### config.mk
export PLATFORM = sky130hd
export DESIGN_NAME = reel_sprite_reader
export DESIGN_NICKNAME = d
export VERILOG_FILES = /design/src/rtl/reel_sprite_reader.sv
export SDC_FILE = /design/constraint.sdc
export NUM_CORES = 1
export LEC_CHECK = 0
export ABC_CLOCK_PERIOD_IN_PS = 4400
export CORE_MARGIN = 8
export CORE_UTILIZATION = 47
export CTS_BUF_LIST = sky130_fd_sc_hd__clkbuf_8
export DETAILED_ROUTE_END_ITERATION = 6
export HOLD_SLACK_MARGIN = 0.15
export PLACE_DENSITY = 0.82
export SYNTH_ARGS = -nofsm -noshare
export SYNTH_HDL_FRONTEND = slang
export SYNTH_SLANG_ARGS = --single-unit
### constraint.sdc
create_clock -name clk -period 4.4 [get_ports clk]
set_input_delay 1.32 -clock clk [delete_from_list [all_inputs] [get_ports clk]]
set_output_delay 1.32 -clock clk [all_outputs]
set_load 0.01 [all_outputs]
### src/rtl/reel_sprite_reader.sv
// One slot-machine reel: spin/stop state machine and scroll offset, sprite ROM
// addressing for a 128x128 window, and a 3-stage pixel pipeline into the VGA stream.
module reel_sprite_reader #(
  parameter int          REEL_X   = 256,
  parameter int          REEL_Y   = 176,
  parameter logic [23:0] BG_COLOR = 24'h000000
) (
  input  logic        clk,
  input  logic        rst,
  input  logic        frame_tick,
  input  logic [9:0]  pix_x,
  input  logic [9:0]  pix_y,
  input  logic        pix_valid,
  input  logic        spin_start,
  input  logic        stop_req,
  input  logic [3:0]  speed,
  output logic [16:0] rom_addr,
  input  logic [23:0] rom_pixel,
  output logic [23:0] pix_out,
  output logic        pix_out_valid,
  output logic        spinning,
  output logic [2:0]  result_symbol,
  output logic        result_valid
);

  typedef enum logic [1:0] {IDLE, SPIN, STOPPING, STOPPED} state_t;

  state_t      state, state_next;
  logic [9:0]  scroll, scroll_next;
  logic [3:0]  s_eff;
  logic [7:0]  low_sum;

  assign s_eff   = (speed == 4'd0) ? 4'd1 : speed;
  // At most 127 + 15, so bit 7 alone says "crosses the next symbol boundary".
  assign low_sum = {1'b0, scroll[6:0]} + {4'b0, s_eff};

  always_comb begin
    state_next  = state;
    scroll_next = scroll;
    case (state)
      IDLE: begin
        if (spin_start) state_next = SPIN;
      end
      SPIN: begin
        if (frame_tick) scroll_next = scroll + {6'b0, s_eff};
        if (stop_req)   state_next  = STOPPING;
      end
      STOPPING: begin
        if (frame_tick) begin
          if (scroll[6:0] == 7'd0) begin
            state_next = STOPPED;
          end else if (low_sum[7]) begin
            scroll_next = {scroll[9:7] + 3'd1, 7'b0};
            state_next  = STOPPED;
          end else begin
            scroll_next = scroll + {6'b0, s_eff};
          end
        end
      end
      STOPPED: begin
        if (spin_start) state_next = SPIN;
      end
      default: state_next = IDLE;
    endcase
  end

  always_ff @(posedge clk) begin
    if (rst) begin
      state         <= IDLE;
      scroll        <= 10'd0;
      result_symbol <= 3'd0;
    end else begin
      state  <= state_next;
      scroll <= scroll_next;
      if (state != STOPPED && state_next == STOPPED)
        result_symbol <= scroll_next[9:7];
    end
  end

  assign spinning     = (state == SPIN) || (state == STOPPING);
  assign result_valid = (state == STOPPED);

  // Window test: a column left of the window wraps the 11-bit difference
  // to a large value, so a single "< 128" covers both bounds.
  logic [10:0] xr, yr;
  logic        in_win;
  logic [9:0]  row;

  assign xr     = {1'b0, pix_x} - 11'(REEL_X);
  assign yr     = {1'b0, pix_y} - 11'(REEL_Y);
  assign in_win = pix_valid && (xr < 11'd128) && (yr < 11'd128);
  assign row    = scroll + yr[9:0];

  logic win1, win2, vld1, vld2;

  always_ff @(posedge clk) begin
    if (rst) begin
      rom_addr      <= 17'd0;
      win1          <= 1'b0;
      win2          <= 1'b0;
      vld1          <= 1'b0;
      vld2          <= 1'b0;
      pix_out       <= 24'd0;
      pix_out_valid <= 1'b0;
    end else begin
      if (in_win) rom_addr <= {row, xr[6:0]};
      win1          <= in_win;
      vld1          <= pix_valid;
      win2          <= win1;
      vld2          <= vld1;
      pix_out       <= vld2 ? (win2 ? rom_pixel : BG_COLOR) : 24'd0;
      pix_out_valid <= vld2;
    end
  end

endmodule
==> metrics list <==
* Number of fill cells: 494
- Critical path start-end classification: input port to flip-flop
- Post-synth EDFFs: 0
- Counting the buffers created by CTS gives 9.
- Worst Reg2Reg Path Length in Cells: 6
- First-pass GRT wire length: 13000 um
* Average cell area after synthesis: 9.33 sq um
* Reg2Reg Setup Slack: 1.89 ns
* Initial Util: 48.2%
* Total congestion overflow: 0
- Sequential cells burn 42.4% of the power.
- The slowest stage of the critical path belongs to the cell clkdlybuf4s50_1.
* Unique masters post-synth: 63
- Full die area: 9250 sq um
- The count of nets left with antenna violations once routing finished came out at 0.
- Of the synthesized area, sequential elements account for 40.4%.
- Setup bufs post-CTS: 0
- Storage element area: 1220 sq um
- The final count of pins violating max slew is 0.
- Largest net degree at the start of global routing: 26
- Measured along the x axis, the die boundary spans 96.2 um.
* GRT Total Usage: 17.8%
* Delay contributed by the slowest stage of the critical path: 0.54 ns
- Max-cap violations in this run came to 0.
- Library cell used as clock root buffer: clkbuf_8
* Worst setup EP type: flip-flop
- Relative to the synthesized area, the layout overhead comes to 40.8%.
- In this run the worst path has a maximum fanout of 3.
* Final setup violation count: 0
- Longest Clk Path Bufs: 2
- The die is 96.2 um tall.
- Class of the most critical hold timing path: flip-flop to flip-flop
- Capture point of the worst reg-to-reg path: result_symbol[1]
- IR analysis of the VDD net gives a maximum drop of 0.219 mV.
- Net switching power of the design: 388 uW
- Data arrives at the worst endpoint at 4.06 ns.
- Result of the run: finished, final reports clean
* P_leak: 1.69 nW
* Via count of the first global-routing pass: 2719
* Area used by multi-input combinational logic: 1690 sq um
- Cell Int Power: 989 uW
* Hold Vio Cnt, Final: 0
- For this run, the top clock speed supported by timing is 262 MHz.
- After clock tree synthesis, the repair step resized 0 gates.
- In this run the power density over the cells is 324 nW/um^2.
- For this run, the post-layout net count is 496.
- Power after layout: 1.38 mW
* Yosys warnings: 0
- During placement, the flow inserted port buffers numbering 100.
* Antenna violations before repair: 0
* Detailed Route WL: 8180 um
- Adding up every negative setup slack in the final design gives 0 ns.
- In this run the core area contains 29 standard-cell rows.
- TritonCTS clock tree: yes
- Worst path cell trace: clkdlybuf4s50_1, nor3_1, or2_2, ha_1, fa_1, a211oi_1, buf_4, o31ai_1, a21boi_0, a41oi_1, a311oi_2
* DRC errors left: 0
- CTS H-tree depth: 3
* Leading register cell type out of synthesis: dfxtp_1
- Post-cts hold buffer count: 0
- Drt pass-1 iters: 5
- Measured slew at the worst slew-check pin: 1.21 ns
- Using the TritonRoute via totals, the vias-per-cell ratio works out to 5.52.
* Unrepaired setup endpoints after global routing: no
* Clock network fraction of design power: 34.8%
- When the netlist entered floorplanning its net count stood at 398.
- Clock latency on the worst-skew pair: 0.33 ns
* Core Area: 6280 sq um
- Boundary pin count: 101
- Async set or reset register ratio after synthesis: 0%
- The worst register-to-register path begins at state[0].
- Ratio of cells with drive above 1 in the final layout: 9.60%
* Placer congestion estimate: 0.882
- Hold endpoint: win2
* Initial detailed-routing violation count: 97
* Average detailed-routed wire length per instance: 16.2 um
- Total clock sinks: 61
- Combinational fraction of design power: 22.8%
- Net switching fraction of the power: 28.2%
* Total inserted antenna cells: 0
* Final critical path time including I/O delays and setup: 3.82 ns
- The routed layout has 2780 vias.
- The startpoint identified for the worst hold timing path is win1.
- Fin crit share: 86.9%
- Leaving out fill and tap cells, the most frequent cell in the layout is clkdlybuf4s50_1.
- At the worst endpoint, the required time is 4.63 ns.
- Leaving out fill and tap cells, the most frequent cells in the layout are 100 x clkdlybuf4s50_1, 61 x dfxtp_1, 31 x nand2_1.
- Clk pin slew, worst setup/hold paths: 0.07 ns
- Half-perimeter wire length of the detailed placement result: 6230 um
* Combined area of all synthesized cells: 3020 sq um
- Headroom to the max-slew limit: 19.1%
- After synthesis the netlist holds a flip-flop and latch count of 61.
- The clock arrives with 0.00352 ns of skew.
- Along the worst hold path, the cell count comes to 1.
* Startpoint kind of the worst setup timing path: input port
* Gate count of the mapped netlist: 324
[stage by stage]
step                setup slack (ns)  util [%]  cell area [sq um]  hold WS [ns]  instances
floorplan                      0.920         -               3020         0.414        324
global placement               0.377      64.7               4060         0.418        488
detailed placement             0.270      64.7               4060         0.434        488
CTS                            0.611      67.8               4260         0.448        504
global route                   0.403      67.8               4260         0.455        504
finish                         0.576      67.8               4260         0.440        504
[worst max-delay path, delay by kind of cell]
| kind | cells | cell delay, ns |
|---|---|---|
| adder cells (fa/ha/maj) | 2 | 0.64 |
| AND/OR/NAND/NOR | 2 | 0.35 |
| AO/OA/AOI/OAI | 5 | 1.02 |
| buffers and inverters | 2 | 0.72 |
[power groups by stage]
stage	combinational, mW	clock [mW]	sequential (mW)
6_report	0.314	0.480	0.583
5_1_grt	0.343	0.516	0.585
4_1_cts	0.311	0.492	0.583
3_5_place_dp	0.307	0	0.595
3_3_place_gp	0.298	0	0.594
2_1_floorplan	0.191	0	0.595
[metal layers]
metal,GRT usage [%],wire length [um]
met5,0,0
met1,21.6,3540
met2,29.5,3830
met4,5.25,119
met3,5.54,680
[synthesized netlist by cell type, drive strengths merged, types with 7 or more instances]
| cell type | n | area (sq um) |
|---|---|---|
| ha | 18 | 225 |
| a21oi | 22 | 114 |
| dfxtp | 61 | 1220 |
| and3 | 24 | 150 |
| nor2 | 22 | 85.1 |
| a211oi | 9 | 95.1 |
| clkbuf | 10 | 41.3 |
| nand2 | 31 | 116 |
| nor2b | 7 | 43.8 |
| xor2 | 8 | 70.1 |
| inv | 9 | 33.8 |
| o21ai | 10 | 50.0 |
| nor3 | 7 | 40.0 |
[worst max-delay path by stage]
stage / from / cells after the start / to
after floorplan: speed[1] / 9 / result_symbol[1]
after global placement: speed[1] / 10 / result_symbol[1]
after detailed placement: speed[1] / 11 / result_symbol[1]
after CTS: speed[1] / 11 / result_symbol[1]
after global routing: speed[1] / 11 / result_symbol[1]
final: speed[1] / 11 / result_symbol[1]
[area by class of cell]
class	count	share of cell area, %
clock buffer	10	3.23
sequential	61	28.7
inverter	9	0.794
tap	77	2.26
clock inverter	6	1.29
multi-input combinational	238	39.7
timing repair buffer	103	24.1
[cell families after synthesis]
| logic type | Yosys count | share of synthesized area [%] |
|---|---|---|
| AO/OA/AOI/OAI | 83 | 21.0 |
| XOR/XNOR | 11 | 3.19 |
| adder cells (fa/ha/maj) | 20 | 8.78 |
| buffers and inverters | 25 | 3.77 |
| flip-flops | 61 | 40.4 |
| multiplexers | 3 | 1.03 |
| AND/OR/NAND/NOR | 121 | 21.9 |
[flip-flops by register name (all words and copies together), names as in the netlist]
register and count:
rom_addr 17, vld2 1, pix_out_valid 1, win1 1, scroll 10, win2 1
pix_out 24, state 2, vld1 1, result_symbol 3
(Power assumes the default switching activity.)
